## config.mk

```make
export PLATFORM = sky130hd
export DESIGN_NAME = ahb_resp_mux
export DESIGN_NICKNAME = d
export VERILOG_FILES = /design/src/rtl/ahb_pkg.sv /design/src/rtl/ahb_default_slave.sv /design/src/rtl/ahb_resp_mux.sv
export SDC_FILE = /design/constraint.sdc
export NUM_CORES = 1
export LEC_CHECK = 0
export ABC_CLOCK_PERIOD_IN_PS = 2300
export CAP_MARGIN = 20
export CELL_PAD_IN_SITES_DETAIL_PLACEMENT = 0
export CELL_PAD_IN_SITES_GLOBAL_PLACEMENT = 1
export CORE_MARGIN = 4
export CORE_UTILIZATION = 12
export CTS_CLUSTER_DIAMETER = 100
export DETAILED_ROUTE_END_ITERATION = 12
export PLACE_DENSITY = 0.86
export SKIP_CTS_REPAIR_TIMING = 1
export SLEW_MARGIN = 20
export SYNTH_ARGS = -nofsm -noshare
export SYNTH_HDL_FRONTEND = slang
export SYNTH_SLANG_ARGS = --single-unit
```

## constraint.sdc

```tcl
create_clock -name hclk -period 2.3 [get_ports hclk]
set_input_delay 0.23 -clock hclk [delete_from_list [all_inputs] [get_ports hclk]]
set_output_delay 0.23 -clock hclk [all_outputs]
set_load 0.02 [all_outputs]
```

## src/rtl/ahb_pkg.sv

```systemverilog
// Shared AHB-lite codes for the response mux slice:
// transfer types, responses, data-phase selects, default-slave states.
package ahb_pkg;

  localparam logic [1:0] HTRANS_IDLE   = 2'b00;
  localparam logic [1:0] HTRANS_BUSY   = 2'b01;
  localparam logic [1:0] HTRANS_NONSEQ = 2'b10;
  localparam logic [1:0] HTRANS_SEQ    = 2'b11;

  localparam logic HRESP_OKAY  = 1'b0;
  localparam logic HRESP_ERROR = 1'b1;

  localparam int DSEL_W   = 4;
  localparam int DSEL_S0  = 0;
  localparam int DSEL_S1  = 1;
  localparam int DSEL_S2  = 2;
  localparam int DSEL_DEF = 3;

  localparam logic [DSEL_W-1:0] DSEL_S0_OH  = 4'b0001;
  localparam logic [DSEL_W-1:0] DSEL_S1_OH  = 4'b0010;
  localparam logic [DSEL_W-1:0] DSEL_S2_OH  = 4'b0100;
  localparam logic [DSEL_W-1:0] DSEL_DEF_OH = 4'b1000;

  typedef enum logic [1:0] {
    DS_IDLE = 2'b00,
    DS_ERR1 = 2'b01,
    DS_ERR2 = 2'b10
  } def_state_e;

endpackage

```

## src/rtl/ahb_default_slave.sv

```systemverilog
// Built-in default slave: two-cycle ERROR for active
// transfers that no decoder select claims.
module ahb_default_slave
  import ahb_pkg::*;
(
  input  logic       hclk,
  input  logic       hresetn,
  input  logic       hready,
  input  logic       hsel_any,
  input  logic [1:0] htrans,
  output logic       def_ready,
  output logic       def_resp
);

  def_state_e state_q;
  def_state_e state_d;
  logic       start;

  // hready here is the muxed bus ready, so a start
  // always coincides with dsel loading DEF.
  assign start = hready && !hsel_any && htrans[1];

  always_ff @(posedge hclk or negedge hresetn) begin
    if (!hresetn) state_q <= DS_IDLE;
    else          state_q <= state_d;
  end

  always_comb begin
    state_d   = state_q;
    def_ready = 1'b1;
    def_resp  = HRESP_OKAY;
    unique case (state_q)
      DS_IDLE: begin
        if (start) state_d = DS_ERR1;
      end
      DS_ERR1: begin
        def_ready = 1'b0;
        def_resp  = HRESP_ERROR;
        state_d   = DS_ERR2;
      end
      DS_ERR2: begin
        def_resp = HRESP_ERROR;
        state_d  = start ? DS_ERR1 : DS_IDLE;
      end
      default: state_d = DS_IDLE;
    endcase
  end

endmodule

```

## src/rtl/ahb_resp_mux.sv

```systemverilog
// AHB-lite data-phase response mux: registers decoder
// selects at acceptance and steers the slave response back.
module ahb_resp_mux
  import ahb_pkg::*;
#(
  parameter int                    DATA_WIDTH    = 32,
  parameter logic [DATA_WIDTH-1:0] DEFAULT_RDATA = '0
) (
  input  logic                  hclk,
  input  logic                  hresetn,
  input  logic                  hsel_0,
  input  logic                  hsel_1,
  input  logic                  hsel_2,
  input  logic [1:0]            htrans,
  input  logic [DATA_WIDTH-1:0] hrdata_0,
  input  logic [DATA_WIDTH-1:0] hrdata_1,
  input  logic [DATA_WIDTH-1:0] hrdata_2,
  input  logic                  hreadyout_0,
  input  logic                  hreadyout_1,
  input  logic                  hreadyout_2,
  input  logic                  hresp_0,
  input  logic                  hresp_1,
  input  logic                  hresp_2,
  output logic [DATA_WIDTH-1:0] hrdata,
  output logic                  hready,
  output logic                  hresp
);

  logic [DSEL_W-1:0] dsel_q;
  logic [DSEL_W-1:0] dsel_d;
  logic              hsel_any;
  logic              def_ready;
  logic              def_resp;

  assign hsel_any = hsel_0 | hsel_1 | hsel_2;

  // Fixed priority so a multi-hot select still
  // yields a one-hot dsel.
  always_comb begin
    dsel_d = DSEL_DEF_OH;
    if (hsel_0)      dsel_d = DSEL_S0_OH;
    else if (hsel_1) dsel_d = DSEL_S1_OH;
    else if (hsel_2) dsel_d = DSEL_S2_OH;
  end

  always_ff @(posedge hclk or negedge hresetn) begin
    if (!hresetn)    dsel_q <= DSEL_DEF_OH;
    else if (hready) dsel_q <= dsel_d;
  end

  ahb_default_slave u_def (
    .hclk      (hclk),
    .hresetn   (hresetn),
    .hready    (hready),
    .hsel_any  (hsel_any),
    .htrans    (htrans),
    .def_ready (def_ready),
    .def_resp  (def_resp)
  );

  always_comb begin
    hrdata = DEFAULT_RDATA;
    hready = def_ready;
    hresp  = def_resp;
    unique case (1'b1)
      dsel_q[DSEL_S0]: begin
        hrdata = hrdata_0;
        hready = hreadyout_0;
        hresp  = hresp_0;
      end
      dsel_q[DSEL_S1]: begin
        hrdata = hrdata_1;
        hready = hreadyout_1;
        hresp  = hresp_1;
      end
      dsel_q[DSEL_S2]: begin
        hrdata = hrdata_2;
        hready = hreadyout_2;
        hresp  = hresp_2;
      end
      dsel_q[DSEL_DEF]: begin
        hrdata = DEFAULT_RDATA;
        hready = def_ready;
        hresp  = def_resp;
      end
      default: begin
        hrdata = DEFAULT_RDATA;
        hready = def_ready;
        hresp  = def_resp;
      end
    endcase
  end

endmodule

```

# --- Yosys cells after proc, flatten, opt, wreduce, memory -nomap -nowiden ---
# Cells that the tools add are included.
# W data, S select, Z words.
word_totals:
  register_bits: 5
  output_inout_bits: 34
  word_cells: 23
op_classes:
  n_eq_ne: 3
  muxes: 11
  bitwise_logic: 2
  reduce_logical: 5
ops:
  columns: ["cell", "n"]
  rows:
  - ["$pmux W32 S3", 1]
  - ["$mux W3", 3]
  - ["$pmux W1 S3", 2]
  - ["$pmux W2 S3", 1]
  - ["$mux W1", 3]
  - ["$eq A2 B1 Y1 const B", 1]
  - ["$eq A2 B2 Y1 const B", 1]
  - ["$logic_and A1 B1 Y1", 2]
  - ["$logic_not A2 Y1", 1]
  - ["$mux W2", 1]
  - ["$ne A2 B1 Y1 const B", 1]
  - ["$or A1 B1 Y1", 2]
  - ["$reduce_or A2 Y1", 1]
  - ["$logic_not A1 Y1", 1]

# --- Logic depth before layout (Yosys ltp) ---
logic_depth:
  ltp_word: 7
  mapped_depth: 6

# --- Modules after synthesis ---
# From an unflattened synthesis, not the netlist that was laid out.
unflattened:
  cells_unflattened: 114
  hier_area_um2: 950.9
modules_own_cells:
  columns: ["mod", "n_inst", "cells_each", "area_each_um2", "seq_area_each_um2"]
  rows:
  - ["ahb_resp_mux", 1, 97, 757.0, 75.1]
  - ["ahb_default_slave", 1, 17, 193.9, 50.0]

# --- Worst setup path before layout ---
# Ideal clock, no wire load.
synth_timing:
  path_kind: "reg2reg"
  start: "register dsel_q[1]"
  end: "register u_def.state_q[1]"
  setup_time_ns: 0.125
  t_arrival_ns: 1.570
  path_slack_ns: 0.605
  path_stages_with_launch: 6
  path_buffers: 1
  synth_period_minus_slack_ns: 1.695
  path_cell_list: "dfrtp_1 buf_6 or3_1 a211o_2 nand2_2 mux2_4"
synth_between:
  elab_chain_len: 4
synth_rtl:
  columns: ["element", "line", "source"]
  rows:
  - ["from (decl)", "ahb_resp_mux.sv:29", "logic [DSEL_W-1:0] dsel_q;"]
  - ["from (signal assigned)", "ahb_resp_mux.sv:48", "else if (hready) dsel_q <= dsel_d;"]
  - ["$pmux W1 S3", "ahb_resp_mux.sv:65", "unique case (1'b1)"]
  - ["$logic_and A1 B1 Y1 (2 in a row)", "ahb_default_slave.sv:21", "assign start = hready && !hsel_any && htrans[1];"]
  - ["$ne A2 B1 Y1 (no source line)", null, null]
  - ["to (signal assigned)", "ahb_default_slave.sv:25", "else state_q <= state_d;"]
  - ["to (decl)", "ahb_default_slave.sv:15", "def_state_e state_q;"]
# Every way passes these cells.
# A chain may end at the register's enable or synchronous reset.

# --- Worst setup path after layout ---
layout_timing:
  start: "register dsel_q[0]"
  end: "output port hready"
layout_between:
  elab_chain_len: 1
layout_rtl:
  columns: ["element", "line", "source"]
  rows:
  - ["$pmux W1 S3", "ahb_resp_mux.sv:65", null]
  - ["to (decl)", "ahb_resp_mux.sv:25", "output logic hready,"]
# Every way passes these cells.

==> results.md <==
* Outcome: finished, final reports clean
* R2R Path Start: dsel_q[0]
* Fin Setup TNS at 0 ps
* Data required, critical path at between 2000 and 2500 ps
* Worst Tran Pin Value at around 380 ps
* GRT overflow at 0
* Ports at 143
* Core Area at roughly 6800 um2
* Total power of the final layout at 2520 uW
* Critical path type: register to output port
* Starting Density at 12.5%
* DR iter-0 viols at 126
* Top-count cell post-synth: inv_1
* Final wirelength at around 4900 um
* EDFF count, synth at 0
* Pin count of the biggest net entering global routing at 26
* F_max at approximately 0.46 GHz
* Initial antenna violation count at 0
* Peak per-stage delay on the critical path at around 640 ps
* Synthesized area at about 850 um2
* DRT antenna net count at 0
* RSZ-0062 raised after global routing: false
* Leak at between 0.001 and 0.0015 uW
* Synth top area share at between 30 and 40%
* GP Congestion at 0.729
* Die Wd at approximately 92 um
* Vias in the first global route at about 1500
* Clk buf depth at 2
* Layout cells sized above 1 at under 10%
* DRC Markers at 0
* Slowest cell on crit path: clkdlybuf4s50_1
* Peak VDD IR at roughly 0.61 mV
* Number of setup violations in the final report at 0
* Final hold vios at 0
* M2 GR Usage at a little under a fifth
* Non-filler instance count after layout at 349
* CP Launch Type: register
* Synth warn at 0
* Max-Cap Viols at 0
* Synth Instances at ~110
* First-pass GRT wire length at roughly 7300 um
* Ys async rst share at 100%
* R2r endpoint: u_def.state_q[1]
* Setup Slack @ Placement at between 150 and 200 ps
* Input/output buffers at around 140
* Final Worst Setup Slack at about 110 ps
* Critical path's top delay family: buffers and inverters
* Clk sinks at 5
* Top FF cell, synth: dfrtp_1
* Syn_nets at approximately 230
* Final nets at about 370
* Max Slew Vio Count at 0
* CP endpoint kind: output port
* Cell Chain, Critical Path: or3_1, a21oi_1, clkdlybuf4s50_1
* Area Overhead vs Synth at 189%
* Post-DP HPWL at just under 4000 um
* Area contributors post-synth: a222oi_1 (39%), inv_1 (15%), dfrtp_1 (15%)
* Max_slew headroom at between 70% and 80%
* Avg Inst Size Synth at approximately 7.6 um2
* Top cells by count, synth: inv_1 (35), a222oi_1 (33), clkbuf_1 (7)
* Reg2Reg Setup Slack at between 500 and 600 ps
* # diodes at 0
* Vias per inst at roughly 4.3
* Gr busiest metal: met2
* Netlist cell types at 22
* Die Footprint at about 8500 um2
* Routed wire length per instance at around 14 um
* TritonCTS clock tree: done
* CTS root buffer: clkbuf_8
* Pwr dens at about 1000 nW/um2
* Reg clk slew, reported paths at ~40 ps
* Post-Place Cells at roughly 350
* Sequential fraction of the synthesis area at 14.7%
* DR pass1 iterations at 5
* Largest area contributor in the netlist: a222oi_1
* Clock Latency Late Sink at roughly 230 ps
* Hold Slack at between 200 and 250 ps
* Arrival time worst endpoint at 1960 ps
* Worst-path maximum fanout at 7
* Clk_skew at 4.46 ps
* Crit path buf inv count at 1
* Min Tclk post-route at between 2000 and 2500 ps
* Htree depth at 1
* GRT Total Usage at 10.2%
* Height of the die at about 92 um
* FILL cells at slightly above 700
* Row cnt at 30
* Hold Crit Class: primary input to async pin
* Met1 usage at between 10% and 20%
* Yosys reg bits at 5
* R2r worst-path depth at 4
* CTS Buf Count at 3
* Period utilisation layout at 95.4%
* Via count at 1517
* Met3 Resource Use GR at 4.27%
## stage by stage
| stage | area, um2 | util, % |
|---|---|---|
| 6_report | 2460 | 36.0 |
| 3_5_place_dp | 2410 | 35.2 |
| 3_3_place_gp | 2410 | 35.2 |
| 5_1_grt | 2460 | 36.0 |
| 2_1_floorplan | 852 | - |
| 4_1_cts | 2450 | 35.9 |
## cells by family after synthesis
group	share of synthesized area [%]
fa+ha+maj	5.87
compound gates	44.9
buf+inv	22.6
flops	14.7
simple gates	7.78
mux	4.11
## worst max path at each step
stage               slack [ps]  cells past startpoint  startpoint          endpoint
floorplan                  610                      5   dsel_q[1]  u_def.state_q[1]
global route                20                      3   dsel_q[0]            hready
finish                     110                      3   dsel_q[0]            hready
detailed placement         190                      5   dsel_q[2]             hresp
global placement           180                      5   dsel_q[2]             hresp
CTS                        -50                      5   dsel_q[2]             hresp
## registers in the layout, summed over array words and instances (netlist names)
name / cells
dsel_q: 3
u_def.state_q: 2
## cell usage in the layout, fill, tap and decap left out, types with 2 or more instances in the layout
cell | netlist | routed
inv_1 | 35 | 35
a22o_1 | 2 | 2
dfrtp_1 | 5 | 3
clkdlybuf4s50_1 | 0 | 141
nor2_1 | 3 | 3
buf_12 | 0 | 2
ha_1 | 4 | 4
o21ai_0 | 2 | 2
dfrtp_2 | 0 | 2
buf_4 | 0 | 5
clkbuf_8 | 0 | 3
a222oi_1 | 33 | 33
mux2i_1 | 2 | 2
nand2_1 | 5 | 5
## metal layers
| layer | share of wire (%) | vias to the layer above |
|---|---|---|
| li1 | - | 727 |
| met2 | 50 | 90 |
| met1 | 38 | 698 |
| met5 | 0 | - |
| met4 | 0.31 | 0 |
| met3 | 12 | 2 |
## report_power, final
| group | leakage, uW | switching (uW) | internal (uW) |
|---|---|---|---|
| logic | 0.00100 | 1040 | 1110 |
| clock network | 0.0000228 | 45.9 | 119 |
| registers | 0.0000619 | 75.3 | 127 |
| total | 0.00109 | 1160 | 1350 |
## layout make-up
type | count | area (um2) | area share (%)
Clock buffer | 4 | 45.0 | 1.83
Inverter | 35 | 131 | 5.34
Multi-Input combinational cell | 60 | 534 | 21.7
Sequential cell | 5 | 128 | 5.19
Tap cell | 96 | 120 | 4.89
Timing Repair Buffer | 149 | 1500 | 61.0
No activity file was read; power rests on OpenSTA's default activity.
